`src/rtl/pipe_ctrl_pkg.sv`:
```
// Shared pipeline types: per-stage request/control records, decode info, stage indices
// and the pipe_ctrl FSM state encoding.
package pipe_ctrl_pkg;

  localparam int NUM_STAGES = 5;

  localparam int STG_IF = 0;
  localparam int STG_ID = 1;
  localparam int STG_EX = 2;
  localparam int STG_MEM = 3;
  localparam int STG_WB = 4;

  typedef struct packed {
    logic                  stall_req;
    logic [NUM_STAGES-1:0] flush_req;
  } PipeRequest;

  typedef struct packed {
    logic stall;
    logic flush;
  } PipeControl;

  typedef struct packed {
    logic       enable;
    logic       mem_read;
    logic       rd_valid;
    logic [4:0] rd;
    logic       rs1_valid;
    logic [4:0] rs1;
    logic       rs2_valid;
    logic [4:0] rs2;
  } DecodeInfo;

  typedef enum logic [1:0] {
    ST_RUN,
    ST_HOLD,
    ST_DRAIN
  } pipe_state_e;

endpackage

```
`src/rtl/pipe_ctrl_if.sv`:
```
// Stage-facing bundle of pipe_ctrl: requests and decode/execute info in, per-stage control out.
// The stages (master) drive requests; the controller (slave) answers combinationally.
interface pipe_ctrl_if
  import pipe_ctrl_pkg::*;
#(
  parameter int NSTAGE = NUM_STAGES
);
  PipeRequest [NSTAGE-1:0] req_i;
  DecodeInfo               id_info;
  DecodeInfo               ex_info;
  PipeControl [NSTAGE-1:0] ctl_o;

  modport master(output req_i, output id_info, output ex_info, input ctl_o);
  modport slave(input req_i, input id_info, input ex_info, output ctl_o);
endinterface

```
`src/rtl/pipe_ctrl_sat_counter.sv`:
```
// Saturating event counter; synchronous clear has priority over increment.
// One-cycle update latency, no backpressure.
module sat_counter #(
  parameter int CNT_W = 32
) (
  input  logic             clk,
  input  logic             rst,
  input  logic             inc,
  input  logic             clr,
  output logic [CNT_W-1:0] cnt
);

  always_ff @(posedge clk or negedge rst) begin
    if (!rst) begin
      cnt <= '0;
    end else if (clr) begin
      cnt <= '0;
    end else if (inc && !(&cnt)) begin
      cnt <= cnt + 1'b1;
    end
  end

endmodule

```
`src/rtl/pipe_ctrl.sv`:
```
// Pipeline stall/flush controller with load-use detection, deferred flush replay,
// performance counters and stall watchdog. Control outputs are zero-latency (combinational).
module pipe_ctrl
  import pipe_ctrl_pkg::*;
#(
  parameter int NSTAGE  = NUM_STAGES,
  parameter int TIMEOUT = 1024,
  parameter int CNT_W   = 32
) (
  input  logic             clk,
  input  logic             rst,
  pipe_ctrl_if.slave       bus,
  output logic             load_use,
  output logic             stall_timeout,
  output logic [CNT_W-1:0] stall_cycles,
  output logic [CNT_W-1:0] flush_events,
  input  logic             clr_counters
);

  localparam int RUN_W = (TIMEOUT > 2) ? $clog2(TIMEOUT) : 1;

  pipe_state_e       state_q;
  logic [NSTAGE-1:0] pend_q, pend_d;
  logic [NSTAGE-1:0] raw, stall_src, stall, flush;
  logic [RUN_W-1:0]  run_cnt;
  logic              hazard, hazard_eff, any_stall, any_flush;

  assign hazard = bus.ex_info.enable && bus.ex_info.mem_read && bus.ex_info.rd_valid &&
                  (bus.ex_info.rd != 5'd0) && bus.id_info.enable &&
                  ((bus.id_info.rs1_valid && (bus.id_info.rs1 == bus.ex_info.rd)) ||
                   (bus.id_info.rs2_valid && (bus.id_info.rs2 == bus.ex_info.rd)));

  always_comb begin
    // Pending bits only exist after a stall, i.e. while the FSM is out of RUN.
    raw = (state_q != ST_RUN) ? pend_q : '0;
    for (int j = 0; j < NSTAGE; j++) raw |= bus.req_i[j].flush_req;
    // A flush of decode kills the dependent instruction, so no bubble is needed.
    hazard_eff = hazard && !raw[STG_ID];
    for (int j = 0; j < NSTAGE; j++)
      stall_src[j] = bus.req_i[j].stall_req || ((j == STG_ID) && hazard_eff);
    for (int i = 0; i < NSTAGE; i++) stall[i] = |(stall_src >> i);
    for (int k = 0; k < NSTAGE; k++) begin
      flush[k]  = !stall[k] && (raw[k] || ((k == STG_EX) && hazard_eff));
      pend_d[k] = stall[k] && raw[k];
    end
  end

  always_comb begin
    for (int i = 0; i < NSTAGE; i++) begin
      bus.ctl_o[i].stall = rst && stall[i];
      bus.ctl_o[i].flush = rst && flush[i];
    end
  end

  assign load_use  = rst && hazard_eff && !stall[STG_EX];
  assign any_stall = stall[0];
  assign any_flush = |flush;

  always_ff @(posedge clk or negedge rst) begin
    if (!rst) begin
      state_q       <= ST_RUN;
      pend_q        <= '0;
      run_cnt       <= '0;
      stall_timeout <= 1'b0;
    end else begin
      pend_q <= pend_d;
      case (state_q)
        ST_RUN:   if (any_stall) state_q <= ST_HOLD;
        ST_HOLD:  if (!any_stall) state_q <= (pend_q != '0) ? ST_DRAIN : ST_RUN;
        ST_DRAIN: state_q <= any_stall ? ST_HOLD : ST_RUN;
        default:  state_q <= ST_RUN;
      endcase
      if (!any_stall) run_cnt <= '0;
      else if (run_cnt != RUN_W'(TIMEOUT - 1)) run_cnt <= run_cnt + 1'b1;
      if (clr_counters) stall_timeout <= 1'b0;
      else if (any_stall && (run_cnt == RUN_W'(TIMEOUT - 1))) stall_timeout <= 1'b1;
    end
  end

  sat_counter #(.CNT_W(CNT_W)) u_stall_cnt (
    .clk(clk), .rst(rst), .inc(any_stall), .clr(clr_counters), .cnt(stall_cycles)
  );

  sat_counter #(.CNT_W(CNT_W)) u_flush_cnt (
    .clk(clk), .rst(rst), .inc(any_flush), .clr(clr_counters), .cnt(flush_events)
  );

endmodule

```
`src/flat_wrapper.sv`:
```
// flat-port wrapper written by rule: the top's interface ports become plain ports
module pipe_ctrl_flat import pipe_ctrl_pkg::*;
#(
  parameter int NSTAGE  = NUM_STAGES,
  parameter int TIMEOUT = 1024,
  parameter int CNT_W   = 32
)
  (clk, rst, load_use, stall_timeout, stall_cycles, flush_events, clr_counters, bus_req_i, bus_id_info, bus_ex_info, bus_ctl_o);
  pipe_ctrl_if #(.NSTAGE(NSTAGE)) bus_i ();
  input  logic clk;
  input  logic rst;
  output logic load_use;
  output logic stall_timeout;
  output logic [CNT_W-1:0] stall_cycles;
  output logic [CNT_W-1:0] flush_events;
  input  logic clr_counters;
  input wire logic [$bits(bus_i.req_i)-1:0] bus_req_i;
  input wire logic [$bits(bus_i.id_info)-1:0] bus_id_info;
  input wire logic [$bits(bus_i.ex_info)-1:0] bus_ex_info;
  output wire logic [$bits(bus_i.ctl_o)-1:0] bus_ctl_o;
  assign bus_i.req_i = bus_req_i;
  assign bus_i.id_info = bus_id_info;
  assign bus_i.ex_info = bus_ex_info;
  assign bus_ctl_o = bus_i.ctl_o;
  pipe_ctrl #(.NSTAGE(NSTAGE), .TIMEOUT(TIMEOUT), .CNT_W(CNT_W)) u_core (.clk(clk), .rst(rst), .bus(bus_i), .load_use(load_use), .stall_timeout(stall_timeout), .stall_cycles(stall_cycles), .flush_events(flush_events), .clr_counters(clr_counters));
endmodule
```
`config.mk`:
```
export PLATFORM = sky130hd
export DESIGN_NAME = pipe_ctrl_flat
export DESIGN_NICKNAME = d
export VERILOG_FILES = /design/src/rtl/pipe_ctrl_pkg.sv /design/src/rtl/pipe_ctrl_if.sv /design/src/rtl/pipe_ctrl_sat_counter.sv /design/src/rtl/pipe_ctrl.sv /design/src/flat_wrapper.sv
export SDC_FILE = /design/constraint.sdc
export NUM_CORES = 1
export LEC_CHECK = 0
export BUFFER_PORTS_ARGS = -buffer_cell sky130_fd_sc_hd__clkbuf_2
export CORE_MARGIN = 2
export CORE_UTILIZATION = 57
export CTS_BUF_LIST = sky130_fd_sc_hd__clkbuf_2 sky130_fd_sc_hd__clkbuf_4 sky130_fd_sc_hd__clkbuf_8
export DETAILED_ROUTE_END_ITERATION = 6
export PLACE_DENSITY = 0.88
export REMOVE_ABC_BUFFERS = 1
export SETUP_SLACK_MARGIN = 0.1
export SYNTH_ARGS = -nofsm -noshare
export SYNTH_HDL_FRONTEND = slang
export SYNTH_SLANG_ARGS = --single-unit
```
`constraint.sdc`:
```
create_clock -name clk -period 3.87 [get_ports clk]
set_input_delay 0.1935 -clock clk [delete_from_list [all_inputs] [get_ports clk]]
set_output_delay 0.1935 -clock clk [all_outputs]
set_load 0.02 [all_outputs]
```
# Word-level counts from Yosys, hierarchy flattened
# Index checks and enable logic that the tools add are counted.
dict set report classes {
  n_reduce_logical 59
  n_eq_ne 9
  muxes 14
  add_sub_neg 3
  bitwise 5
}
# op n
set ops {}
lappend ops {{two-way mux 32 bit} 4}
lappend ops {{adder 32 x 1 -> 32 bit (second input constant)} 2}
lappend ops {{AND reduction 32 bit} 2}
lappend ops {{logical AND 1 bit} 33}
lappend ops {{OR 5 bit} 5}
lappend ops {{two-way mux 10 bit} 2}
lappend ops {{adder 10 x 1 -> 10 bit (second input constant)} 1}
lappend ops {{== test 10 bit (second input constant)} 1}
lappend ops {{== test 5 bit} 2}
lappend ops {{!= test 10 bit (second input constant)} 1}
lappend ops {{nonzero test 5 bit} 2}
lappend ops {{OR reduction 5 bit} 2}
lappend ops {{zero test 1 bit} 8}
lappend ops {{nonzero test 2 bit} 4}
lappend ops {{two-way mux 2 bit} 3}
lappend ops {{case mux 2 bit (3 select lines)} 1}
lappend ops {{two-way mux 5 bit} 1}
lappend ops {{!= test 2 bit (second input constant)} 2}
lappend ops {{OR reduction 4 bit} 1}
lappend ops {{logical OR 1 bit} 3}
lappend ops {{two-way mux 1 bit} 3}
lappend ops {{OR reduction 3 bit} 1}
lappend ops {{== test 2 x 1 -> 1 bit (second input constant)} 1}
lappend ops {{== test 2 bit (second input constant)} 1}
lappend ops {{other kinds (4)} 4}
dict set report totals {
  in_bits 73
  ff_bits 82
}

# Depth between registers and ports, before layout
dict set report depth {
  depth_word 17
  mapped_depth 11
  mapped_depth_nobuf 8
}

# Hierarchy
# From an unflattened synthesis, not the netlist that was laid out.
dict set report unflattened {
  cells_unflattened 514
  area_unflattened_um2 4914.7
}
# mod area_per_inst_um2 seq_area_each_um2 cells_per_inst n_inst
set by_module_without_submodules {}
lappend by_module_without_submodules {sat_counter 1865.5 800.8 190 2}
lappend by_module_without_submodules {pipe_ctrl 1183.6 450.4 134 1}

# Least setup slack after synthesis
# Ideal clock, no wire load.
dict set report synth_path {
  path_type {register to register}
  startpoint {register u_core.u_stall_cnt.cnt[3]}
  endpoint {register u_core.u_stall_cnt.cnt[27]}
  arrival_time_ns 2.429
  synth_period_minus_slack_ns 2.556
  setup_slack_ns 1.314
  n_path_buf 1
  path_stages_with_launch 9
  setup_ns 0.127
  path_cell_list {dfrtp_1 and4_1 nand4_1 or3_1 clkbuf_1 nor4_2 nor3_1 and3_1 mux2_1}
}
dict set report synth_between {
  elab_chain_cells 4
}
# element line
set synth_rtl {}
lappend synth_rtl {{start: declaration} pipe_ctrl_sat_counter.sv:10} ;# output logic [CNT_W-1:0] cnt
lappend synth_rtl {{start signal: assignment} pipe_ctrl_sat_counter.sv:19} ;# cnt <= cnt + 1'b1;
lappend synth_rtl {{branches (longest 4 deep; another with adder 32 x 1 -> 32 bit)} --}
# Parallel ways; which one is timed is not known. The select of a mux whose other input is x is not followed.
# A chain may end at the register's enable or synchronous reset.

# Worst setup path in the final report
dict set report layout_path {
  startpoint {register u_core.u_flush_cnt.cnt[9]}
  endpoint {register u_core.u_flush_cnt.cnt[1]}
}
dict set report layout_between {
  elab_chain_cells 4
}
# element line
set layout_rtl {}
lappend layout_rtl {{start: declaration} pipe_ctrl_sat_counter.sv:10}
lappend layout_rtl {{start signal: assignment} pipe_ctrl_sat_counter.sv:19}
lappend layout_rtl {{AND reduction 32 bit} pipe_ctrl_sat_counter.sv:18} ;# end else if (inc && !(&cnt)) begin
lappend layout_rtl {{zero test 1 bit} pipe_ctrl_sat_counter.sv:18}
lappend layout_rtl {{logical AND 1 bit} pipe_ctrl_sat_counter.sv:18}
lappend layout_rtl {{nonzero test 2 bit (no source line)} --}
# No other way between the ends.

==> impl_metrics.env <==
export IMPL_reg2reg_to="u_core.u_flush_cnt.cnt[1]"
export IMPL_cts_tree="yes"
export IMPL_dr_first_iter_drc_count=227
export IMPL_setup_ws_ns=0.693
export IMPL_antenna_left=0
export IMPL_syn2layout_area_growth_pct=20.9
export IMPL_crit_path_cell_trace="and3_1 -> nand4_1 -> or3_1 -> nor4_1 -> a31o_1 -> buf_4 -> mux2i_1 -> nor2_1"
export IMPL_routed_wl_mm=11.3
export IMPL_grt_max_degree=76
export IMPL_p_per_area_nw_per_um2=344
export IMPL_whs_path_depth=3
export IMPL_clock_latency_ns=0.35
export IMPL_synth_edff_count=0
export IMPL_cp_end_kind="flip-flop"
export IMPL_met2_usage=0.467
export IMPL_cp_arrival_ns=3.38
export IMPL_initial_core_util=0.591
export IMPL_nets=703
export IMPL_fin_crit_sh=0.821
export IMPL_crit_fanout=29
export IMPL_yosys_warnings=0
export IMPL_required_ns=4.07
export IMPL_rows=32
export IMPL_die_h_um=93.5
export IMPL_status="finished clean"
export IMPL_die_x_um=93.5
export IMPL_via_per_inst=5.83
export IMPL_r2r_start="u_core.u_flush_cnt.cnt[9]"
export IMPL_crit_type="reg2reg"
export IMPL_drv_slew=0
export IMPL_port_buffers=129
export IMPL_critPathSlowestCell="a31o_1"
export IMPL_drcViolationCount=0
export IMPL_cts_inserted_buffers=9
export IMPL_syn_instance_count=507
export IMPL_min_period_ns=3.18
export IMPL_final_common_cell="clkbuf_2"
export IMPL_busiest_layer="met2"
export IMPL_max_cap_viol_count=0
export IMPL_synth_cell_types=45
export IMPL_whs_ns=0.103
export IMPL_io_pins=149
export IMPL_total_power_mw=1.90
export IMPL_grt_util_met3=0.0459
export IMPL_crit_path_max_incr_delay_ns=0.73
export IMPL_setup_viol=0
export IMPL_dieArea_um2=8740
export IMPL_antennaDiodeCount=0
export IMPL_post_cts_buffers=0
export IMPL_async_reset_ff_frac=1.00
export IMPL_grt_ovfl_total=0
export IMPL_fin_util=0.715
export IMPL_fin_cells=734
export IMPL_cp_startpoint="u_core.u_flush_cnt.cnt[9]"
export IMPL_gp_congestion=0.818
export IMPL_clock_sinks=82
export IMPL_min_from="bus_req_i[24]"
export IMPL_synth_area_per_cell_um2=9.01
export IMPL_grt_use_met1=0.337
export IMPL_finalSetupTns_ns=0
export IMPL_path_clk_slew_ns=0.08
export IMPL_p_leak_nw=2.44
export IMPL_hold_path_class="in2reg"
export IMPL_synth_cell_area_um2=4570
export IMPL_grt_pass1_vias=4064
export IMPL_holdBufCountCts=1
export IMPL_wl_per_cell_um=15.4
export IMPL_relSlewSlack=0.273
export IMPL_fmax_ghz=0.315
export IMPL_reg2reg_depth=8
export IMPL_finalClockSkew_ns=0.00872
export IMPL_core_um2=7730
export IMPL_place_inst=717
export IMPL_worst_pin_slew_ns=1.09
export IMPL_synth_sequential_area_ratio=0.449
export IMPL_placed_cell_area_um2=5290
export IMPL_cts_buffer_depth=2
export IMPL_nFillCells=600
export IMPL_startpoint_type="flip-flop"
export IMPL_dr_pass1_iters=4
export IMPL_hold_violations=0
export IMPL_drive_above_1_share=0.256
export IMPL_grt_pass1_wl_mm=18.8
export IMPL_dp_slack_ns=0.703
export IMPL_htree_levels=3
export IMPL_ir_drop_mv=0.185
export IMPL_dp_hpwl_mm=8.20
export IMPL_routed_via_count=4280
export IMPL_final_cell_mix="clkbuf_2 (128), dfrtp_1 (82), nor2_1 (67)"
export IMPL_min_to="u_core.pend_q[0]"
export IMPL_rrSetupSlack_ns=0.69
export IMPL_grtUsageTotal=0.267
export IMPL_grt_antenna_before_repair=0
export IMPL_clockRootBuffer="clkbuf_8"
export IMPL_ys_seq_elements=82
export IMPL_ys_flop_type="dfrtp_1"
export IMPL_rsz0062_at_grt="no"
export IMPL_cts_repair_resized=0
export IMPL_finalInstanceArea_um2=5520
[area by class of cell]
class | instances | area (um^2) | share of cell area
Tap cell | 102 | 128 | 0.0231
Inverter | 11 | 41.3 | 0.00748
Multi-Input combinational cell | 387 | 2380 | 0.431
Sequential cell | 82 | 2050 | 0.372
Clock buffer | 10 | 138 | 0.0249
Timing Repair Buffer | 136 | 703 | 0.127
Clock inverter | 6 | 80.1 | 0.0145
[worst max path at each step]
stage,endpoint,slack [ns],cells after the start
after floorplan,u_core.u_stall_cnt.cnt[27],0.47,7
after global placement,u_core.u_flush_cnt.cnt[1],0.79,8
after detailed placement,u_core.u_flush_cnt.cnt[1],0.70,8
after CTS,u_core.u_flush_cnt.cnt[1],0.69,8
after global routing,u_core.u_flush_cnt.cnt[1],0.37,8
final,u_core.u_flush_cnt.cnt[1],0.69,8
[worst max-delay path, delay by kind of cell, from the launching register on]
| kind | cells | cell delay (ns) |
|---|---|---|
| AO/OA/AOI/OAI | 1 | 0.73 |
| multiplexers | 1 | 0.22 |
| AND/OR/NAND/NOR | 5 | 1.28 |
| buffers and inverters | 1 | 0.34 |
| flip-flops | 1 | 0.44 |
[power breakdown]
group	total (mW)	switching (mW)	leakage (nW)	internal (mW)
sequential	0.964	0.0515	1.10	0.912
combinational	0.257	0.151	1.22	0.105
clock	0.677	0.300	0.116	0.377
[cell usage after synthesis, types with 10 or more instances]
| cell | n | share of area |
|---|---|---|
| nand3_1 | 23 | 0.025 |
| xnor2_1 | 36 | 0.069 |
| nand2_1 | 31 | 0.025 |
| or3_1 | 22 | 0.030 |
| clkbuf_1 | 20 | 0.016 |
| or4_1 | 18 | 0.030 |
| nor4_1 | 25 | 0.034 |
| o31ai_1 | 13 | 0.021 |
| and3_1 | 14 | 0.019 |
| o21ai_1 | 11 | 0.012 |
| dfrtp_1 | 82 | 0.45 |
| inv_1 | 11 | 0.0090 |
| nor2_1 | 67 | 0.055 |
| nor3_1 | 10 | 0.011 |
| a21oi_1 | 35 | 0.038 |
| nand4_1 | 13 | 0.018 |
[state kept, by name, indices dropped and copies added, names as in the netlist]
name and flops:
u_core.state_q 2, u_core.run_cnt 10, u_core.pend_q 5, u_core.u_stall_cnt.cnt 32
u_core.u_flush_cnt.cnt 32, u_core.stall_timeout 1
[per-layer routing]
layer,part of all wire,wire [um]
met1,0.42,4780
met3,0.065,740
met2,0.50,5680
met4,0.011,127
met5,0,0
[logic make-up after synthesis]
family / count (synthesis) / synth area share
compound gates: 79 / 0.107
buf+inv: 38 / 0.0331
xor+xnor: 40 / 0.0767
fa+ha+maj: 3 / 0.00822
mux: 11 / 0.0263
flops: 82 / 0.449
simple gates: 254 / 0.300
(Power assumes the default switching activity.)
